File: config.mk
export PLATFORM = sky130hd
export DESIGN_NAME = mem_port_arbiter_flat
export DESIGN_NICKNAME = d
export VERILOG_FILES = /design/src/rtl/mem_port_if.sv /design/src/rtl/mem_port_arbiter.sv /design/src/flat_wrapper.sv
export SDC_FILE = /design/constraint.sdc
export NUM_CORES = 1
export LEC_CHECK = 0
export CAP_MARGIN = 10
export CORE_AREA = 2 2 201 203
export CTS_CLUSTER_SIZE = 24
export DETAILED_ROUTE_END_ITERATION = 16
export DIE_AREA = 0 0 203 205
export GPL_ROUTABILITY_DRIVEN = 1
export GPL_TIMING_DRIVEN = 1
export PLACE_DENSITY = 0.68
export SYNTH_ARGS = -nofsm -noshare
export SYNTH_HDL_FRONTEND = slang
export SYNTH_SLANG_ARGS = --single-unit
File: constraint.sdc
create_clock -name clk -period 4.5 [get_ports clk]
set_input_delay 0.9 -clock clk [delete_from_list [all_inputs] [get_ports clk]]
set_output_delay 0.9 -clock clk [all_outputs]
set_load 0.1 [all_outputs]
File: src/rtl/mem_port_if.sv
// Shared cache-port bundle: fetch and memory-stage request/response
// channels plus the single cache request/completion channel.
interface mem_port_if;
  logic        if_req;
  logic [63:0] if_addr;
  logic [63:0] if_rdata;
  logic        if_done;
  logic        d_req;
  logic        d_wr_en;
  logic [63:0] d_addr;
  logic [63:0] d_wdata;
  logic [63:0] d_rdata;
  logic        d_done;
  logic        flush;
  logic        cache_enable;
  logic        cache_wr_en;
  logic [63:0] cache_addr;
  logic [63:0] cache_wr_value;
  logic [63:0] cache_data;
  logic        cache_operation_complete;
  logic        grant_d;

  modport slave (
    input  if_req, if_addr, d_req, d_wr_en,
    input  d_addr, d_wdata, flush,
    input  cache_data, cache_operation_complete,
    output if_rdata, if_done, d_rdata, d_done,
    output cache_enable, cache_wr_en,
    output cache_addr, cache_wr_value, grant_d
  );

  modport master (
    output if_req, if_addr, d_req, d_wr_en,
    output d_addr, d_wdata, flush,
    output cache_data, cache_operation_complete,
    input  if_rdata, if_done, d_rdata, d_done,
    input  cache_enable, cache_wr_en,
    input  cache_addr, cache_wr_value, grant_d
  );
endinterface

File: src/rtl/mem_port_arbiter.sv
// Fetch/data arbiter for the single cache port: data-first with a
// bounded data streak, one transaction in flight, registered outputs.
module mem_port_arbiter #(
  parameter int unsigned MAX_D_STREAK = 4
) (
  input  logic      clk,
  input  logic      rst,
  mem_port_if.slave bus
);
  typedef enum logic [1:0] {
    IDLE,
    BUSY,
    RESP
  } state_t;

  localparam logic [3:0] STREAK_MAX = 4'(MAX_D_STREAK);

  state_t      state_q, state_d;
  logic [3:0]  streak_q, streak_d;
  logic        kill_q, kill_d;
  logic        gnt_q, gnt_d;
  logic        en_q, en_d;
  logic        we_q, we_d;
  logic [63:0] addr_q, addr_d;
  logic [63:0] wv_q, wv_d;
  logic [63:0] if_rd_q, if_rd_d;
  logic [63:0] d_rd_q, d_rd_d;
  logic        if_dn_q, if_dn_d;
  logic        d_dn_q, d_dn_d;
  logic        pick_d;

  always_ff @(posedge clk) begin
    if (rst) begin
      state_q  <= IDLE;
      streak_q <= '0;
      kill_q   <= 1'b0;
      gnt_q    <= 1'b0;
      en_q     <= 1'b0;
      we_q     <= 1'b0;
      addr_q   <= '0;
      wv_q     <= '0;
      if_rd_q  <= '0;
      d_rd_q   <= '0;
      if_dn_q  <= 1'b0;
      d_dn_q   <= 1'b0;
    end else begin
      state_q  <= state_d;
      streak_q <= streak_d;
      kill_q   <= kill_d;
      gnt_q    <= gnt_d;
      en_q     <= en_d;
      we_q     <= we_d;
      addr_q   <= addr_d;
      wv_q     <= wv_d;
      if_rd_q  <= if_rd_d;
      d_rd_q   <= d_rd_d;
      if_dn_q  <= if_dn_d;
      d_dn_q   <= d_dn_d;
    end
  end

  always_comb begin
    state_d  = state_q;
    streak_d = streak_q;
    kill_d   = kill_q;
    gnt_d    = gnt_q;
    en_d     = en_q;
    we_d     = we_q;
    addr_d   = addr_q;
    wv_d     = wv_q;
    if_rd_d  = if_rd_q;
    d_rd_d   = d_rd_q;
    if_dn_d  = 1'b0;
    d_dn_d   = 1'b0;
    pick_d   = 1'b0;
    unique case (state_q)
      IDLE: begin
        if (bus.d_req || bus.if_req) begin
          // fetch wins a tie only once the streak is exhausted
          pick_d = bus.d_req &&
                   !(bus.if_req && streak_q == STREAK_MAX);
          gnt_d  = pick_d;
          en_d   = 1'b1;
          if (pick_d) begin
            addr_d = bus.d_addr;
            we_d   = bus.d_wr_en;
            wv_d   = bus.d_wdata;
            if (!bus.if_req)
              streak_d = '0;
            else if (streak_q != STREAK_MAX)
              streak_d = streak_q + 4'd1;
          end else begin
            addr_d   = bus.if_addr;
            we_d     = 1'b0;
            wv_d     = '0;
            streak_d = '0;
          end
          state_d = BUSY;
        end
      end
      BUSY: begin
        if (bus.flush && !gnt_q)
          kill_d = 1'b1;
        if (bus.cache_operation_complete) begin
          en_d = 1'b0;
          if (gnt_q) begin
            d_dn_d = 1'b1;
            if (!we_q)
              d_rd_d = bus.cache_data;
          end else if (!(kill_q || bus.flush)) begin
            if_dn_d = 1'b1;
            if_rd_d = bus.cache_data;
          end
          kill_d  = 1'b0;
          state_d = RESP;
        end
      end
      RESP: state_d = IDLE;
      default: state_d = IDLE;
    endcase
  end

  assign bus.cache_enable   = en_q;
  assign bus.cache_wr_en    = we_q;
  assign bus.cache_addr     = addr_q;
  assign bus.cache_wr_value = wv_q;
  assign bus.grant_d        = gnt_q;
  assign bus.if_rdata       = if_rd_q;
  assign bus.if_done        = if_dn_q;
  assign bus.d_rdata        = d_rd_q;
  assign bus.d_done         = d_dn_q;
endmodule

File: src/flat_wrapper.sv
// flat-port wrapper written by rule: the top's interface ports become plain ports
module mem_port_arbiter_flat 
#(
  parameter int unsigned MAX_D_STREAK = 4
)
  (clk, rst, bus_if_req, bus_if_addr, bus_d_req, bus_d_wr_en, bus_d_addr, bus_d_wdata, bus_flush, bus_cache_data, bus_cache_operation_complete, bus_if_rdata, bus_if_done, bus_d_rdata, bus_d_done, bus_cache_enable, bus_cache_wr_en, bus_cache_addr, bus_cache_wr_value, bus_grant_d);
  mem_port_if bus_i ();
  input  logic clk;
  input  logic rst;
  input wire logic [$bits(bus_i.if_req)-1:0] bus_if_req;
  input wire logic [$bits(bus_i.if_addr)-1:0] bus_if_addr;
  input wire logic [$bits(bus_i.d_req)-1:0] bus_d_req;
  input wire logic [$bits(bus_i.d_wr_en)-1:0] bus_d_wr_en;
  input wire logic [$bits(bus_i.d_addr)-1:0] bus_d_addr;
  input wire logic [$bits(bus_i.d_wdata)-1:0] bus_d_wdata;
  input wire logic [$bits(bus_i.flush)-1:0] bus_flush;
  input wire logic [$bits(bus_i.cache_data)-1:0] bus_cache_data;
  input wire logic [$bits(bus_i.cache_operation_complete)-1:0] bus_cache_operation_complete;
  output wire logic [$bits(bus_i.if_rdata)-1:0] bus_if_rdata;
  output wire logic [$bits(bus_i.if_done)-1:0] bus_if_done;
  output wire logic [$bits(bus_i.d_rdata)-1:0] bus_d_rdata;
  output wire logic [$bits(bus_i.d_done)-1:0] bus_d_done;
  output wire logic [$bits(bus_i.cache_enable)-1:0] bus_cache_enable;
  output wire logic [$bits(bus_i.cache_wr_en)-1:0] bus_cache_wr_en;
  output wire logic [$bits(bus_i.cache_addr)-1:0] bus_cache_addr;
  output wire logic [$bits(bus_i.cache_wr_value)-1:0] bus_cache_wr_value;
  output wire logic [$bits(bus_i.grant_d)-1:0] bus_grant_d;
  assign bus_i.if_req = bus_if_req;
  assign bus_i.if_addr = bus_if_addr;
  assign bus_i.d_req = bus_d_req;
  assign bus_i.d_wr_en = bus_d_wr_en;
  assign bus_i.d_addr = bus_d_addr;
  assign bus_i.d_wdata = bus_d_wdata;
  assign bus_i.flush = bus_flush;
  assign bus_i.cache_data = bus_cache_data;
  assign bus_i.cache_operation_complete = bus_cache_operation_complete;
  assign bus_if_rdata = bus_i.if_rdata;
  assign bus_if_done = bus_i.if_done;
  assign bus_d_rdata = bus_i.d_rdata;
  assign bus_d_done = bus_i.d_done;
  assign bus_cache_enable = bus_i.cache_enable;
  assign bus_cache_wr_en = bus_i.cache_wr_en;
  assign bus_cache_addr = bus_i.cache_addr;
  assign bus_cache_wr_value = bus_i.cache_wr_value;
  assign bus_grant_d = bus_i.grant_d;
  mem_port_arbiter #(.MAX_D_STREAK(MAX_D_STREAK)) u_core (.clk(clk), .rst(rst), .bus(bus_i));
endmodule
==> summary.txt <==
Status
  • Status: completed

CTS
  • Post-CTS setup buffer count: 0
  • Root buf cell: clkbuf_16
  • Worst-Skew Late Latency: 0.56 ns
  • Clk sinks: 268
  • Max clock buf depth: 3
  • Maximum level of the CTS H-tree: 1
  • TritonCTS Buffers: 31
  • CTS tree: built
  • Hold buffers post-CTS: 0
  • CTS clk-pin slew, worst paths: 0.06 ns
  • Post_cts resized: 0

STA
  • Slew HR: 25.08%
  • Final WS setup: 1.182 ns
  • Hold Violations, Final: 0
  • Count of final setup violators: 0
  • Fmax: 301.4 MHz
  • Fin Hold WS: 0.4665 ns
  • Final setup TNS: 0 ns
  • Part of the cycle the worst path needs: 73.73%
  • Unrepaired setup endpoints after global routing: false
  • Max Clock Skew: 0.009255 ns
  • Tmin final: 3.318 ns
  • Least-Margin Pin Slew: 1.124 ns
  • Final Max Tran Viols: 0

Worst setup path
  • CP Class: reg2out
  • Crit start category: register
  • Cell chain of the critical path: clkdlybuf4s50_1
  • CP max FO: 8
  • Critical path's slowest cell: clkdlybuf4s50_1
  • Buf+Inv Stages, Crit Path: 1
  • Critical path endpoint category: output port
  • Data required time of the worst path: 3.60 ns
  • Top delay family on crit path: buffers and inverters
  • CP peak stage delay: 1.25 ns
  • CP arrival: 2.42 ns

Floorplanning
  • Die width: 203 um
  • Die height: 205 um
  • Die area: 41620 um^2
  • Ports: 524
  • Core footprint: 39370 um^2
  • Row count: 73
  • Initial Utilization: 27.41%

Pwr
  • Pwr dens: 412.0 nW/um^2
  • Leakage: 5.750 nW
  • Max IR drop VDD: 0.0002442 V

Synthesis
  • #FFs+latches synth: 268
  • Seq/Total Area, Yosys: 49.73%
  • EDFF count, synth: 0
  • Post-Syn Instances: 1314
  • Avg Cell Area, Syn: 8.211 um^2
  • Syn Nets: 1579
  • Yosys warning total: 0
  • Post-synthesis cell type count: 37
  • Syn Std Cell Area: 10790 um^2
  • Predominant post-synthesis flop cell: dfxtp_1
  • Async SR Flop Fraction: 0%

Routing
  • Router iterations before antenna repair: 6
  • Wire per inst: 19.10 um
  • Initial detailed-routing violation count: 842
  • DRC violations left: 0
  • WL final: 43.64 mm
  • Antenna viol nets, final: 0
  • Vias per inst: 5.310
  • Vias: 12130

Job
  • Max_cap viols: 0

Cells and area
  • Ratio of cells with drive above 1 in the final layout: 5.356%
  • Commonest non-fill, non-tap cells in the layout: clkdlybuf4s50_1, dfxtp_1, a21oi_1, o21ai_0, nand3_1
  • Most common cell after layout, fill and taps aside: clkdlybuf4s50_1
  • Finished layout cell area: 17330 um^2
  • FILL cells: 3817
  • Area Growth Syn to Fin: 60.64%
  • Final Util: 44.03%
  • Final nets: 1996

Placed design
  • GPL Wtd Cong: 0.9203
  • Placed cell area: 16260 um^2
  • Pre-CTS setup slack: 1.304 ns
  • Post-DP HPWL: 29.08 mm
  • Port Buf Inserts: 523

GRT
  • Aggregate global routing overflow: 0
  • Initial antenna violation count: 4
  • Vias in the first global route: 11710
  • Largest net degree at the start of global routing: 120
  • GRT Overall Usage: 19.56%
  • First-pass GRT wire length: 65.88 mm

Worst hold path
  • Worst hold path type: reg2reg
[synthesized netlist by cell type, types with 3 or more instances]
library cell,number,area (um^2)
a311oi_1,62,543.0
nand2_1,3,11.26
o21ai_0,259,1296
buf_1,3,11.26
buf_2,23,115.1
dfxtp_1,268,5365
buf_4,8,60.06
clkbuf_1,126,473.0
nand3_1,259,1296
nand4_1,3,18.77
a21oi_1,264,1321
[layout make-up]
cell class                      count  area, um^2  area share (%)
Timing Repair Buffer              547        5451           31.45
Tap cell                          525       656.9           3.790
Sequential cell                   268        5365           30.96
Clock buffer                       48       959.7           5.537
Inverter                            3       11.26         0.06497
Clock inverter                      9       105.1          0.6064
Antenna cell                        4       10.01         0.05775
Multi-Input combinational cell    880        4772           27.53
[kinds of logic after synthesis]
| family | synth area share, % |
|---|---|
| AOI/OAI and AO/OA | 29.75 |
| and+or+nand+nor | 13.66 |
| DFF | 49.73 |
| buffers and inverters | 6.471 |
| xor gates and xnor gates | 0.1624 |
| adders and majority gates | 0.2319 |
[power breakdown]
part	leakage [nW]	switching [W]	total [W]	internal (W)
clock network	0.533	0.00103	0.00260	0.00157
logic	3.03	0.00141	0.00196	0.000546
registers	2.19	0.0000769	0.00258	0.00250
[stage by stage]
step	total power (W)	instances
after floorplan	0.003941	1314
after global placement	0.004570	2223
after detailed placement	0.004583	2223
after CTS	0.007191	2280
after global routing	0.007386	2284
final	0.007140	2284
[worst paths after layout]
check | end | slack [ns] | startpoint | cells after the start
hold / removal | u_core.bus.cache_enable | 0.47 | u_core.bus.cache_enable | 2
setup reg to reg | u_core.bus.d_rdata[53] | 2.29 | u_core.bus.grant_d | 4
hold reg to reg | u_core.bus.cache_enable | 0.47 | u_core.bus.cache_enable | 2
setup / recovery | bus_grant_d | 1.18 | u_core.bus.grant_d | 1
[flip-flops by register name (all words and copies together), names as in the netlist]
| signal | count |
|---|---|
| u_core.bus.cache_addr | 64 |
| u_core.bus.cache_wr_value | 64 |
| u_core.bus.d_rdata | 64 |
| u_core.bus.if_rdata | 64 |
| u_core.streak_q | 4 |
| u_core.state_q | 2 |
| u_core.bus.cache_enable | 1 |
| u_core.bus.cache_wr_en | 1 |
| u_core.bus.d_done | 1 |
| u_core.bus.grant_d | 1 |
| u_core.bus.if_done | 1 |
| u_core.kill_q | 1 |
[metal layers]
metal | wire length [um] | track usage (%) | up-vias
li1 | - | - | 5668
met1 | 17400 | 23.62 | 5779
met2 | 20490 | 32.36 | 593
met3 | 4180 | 5.759 | 87
met4 | 1561 | 8.368 | 0
met5 | 0 | 0 | -
(Power assumes the default switching activity.)
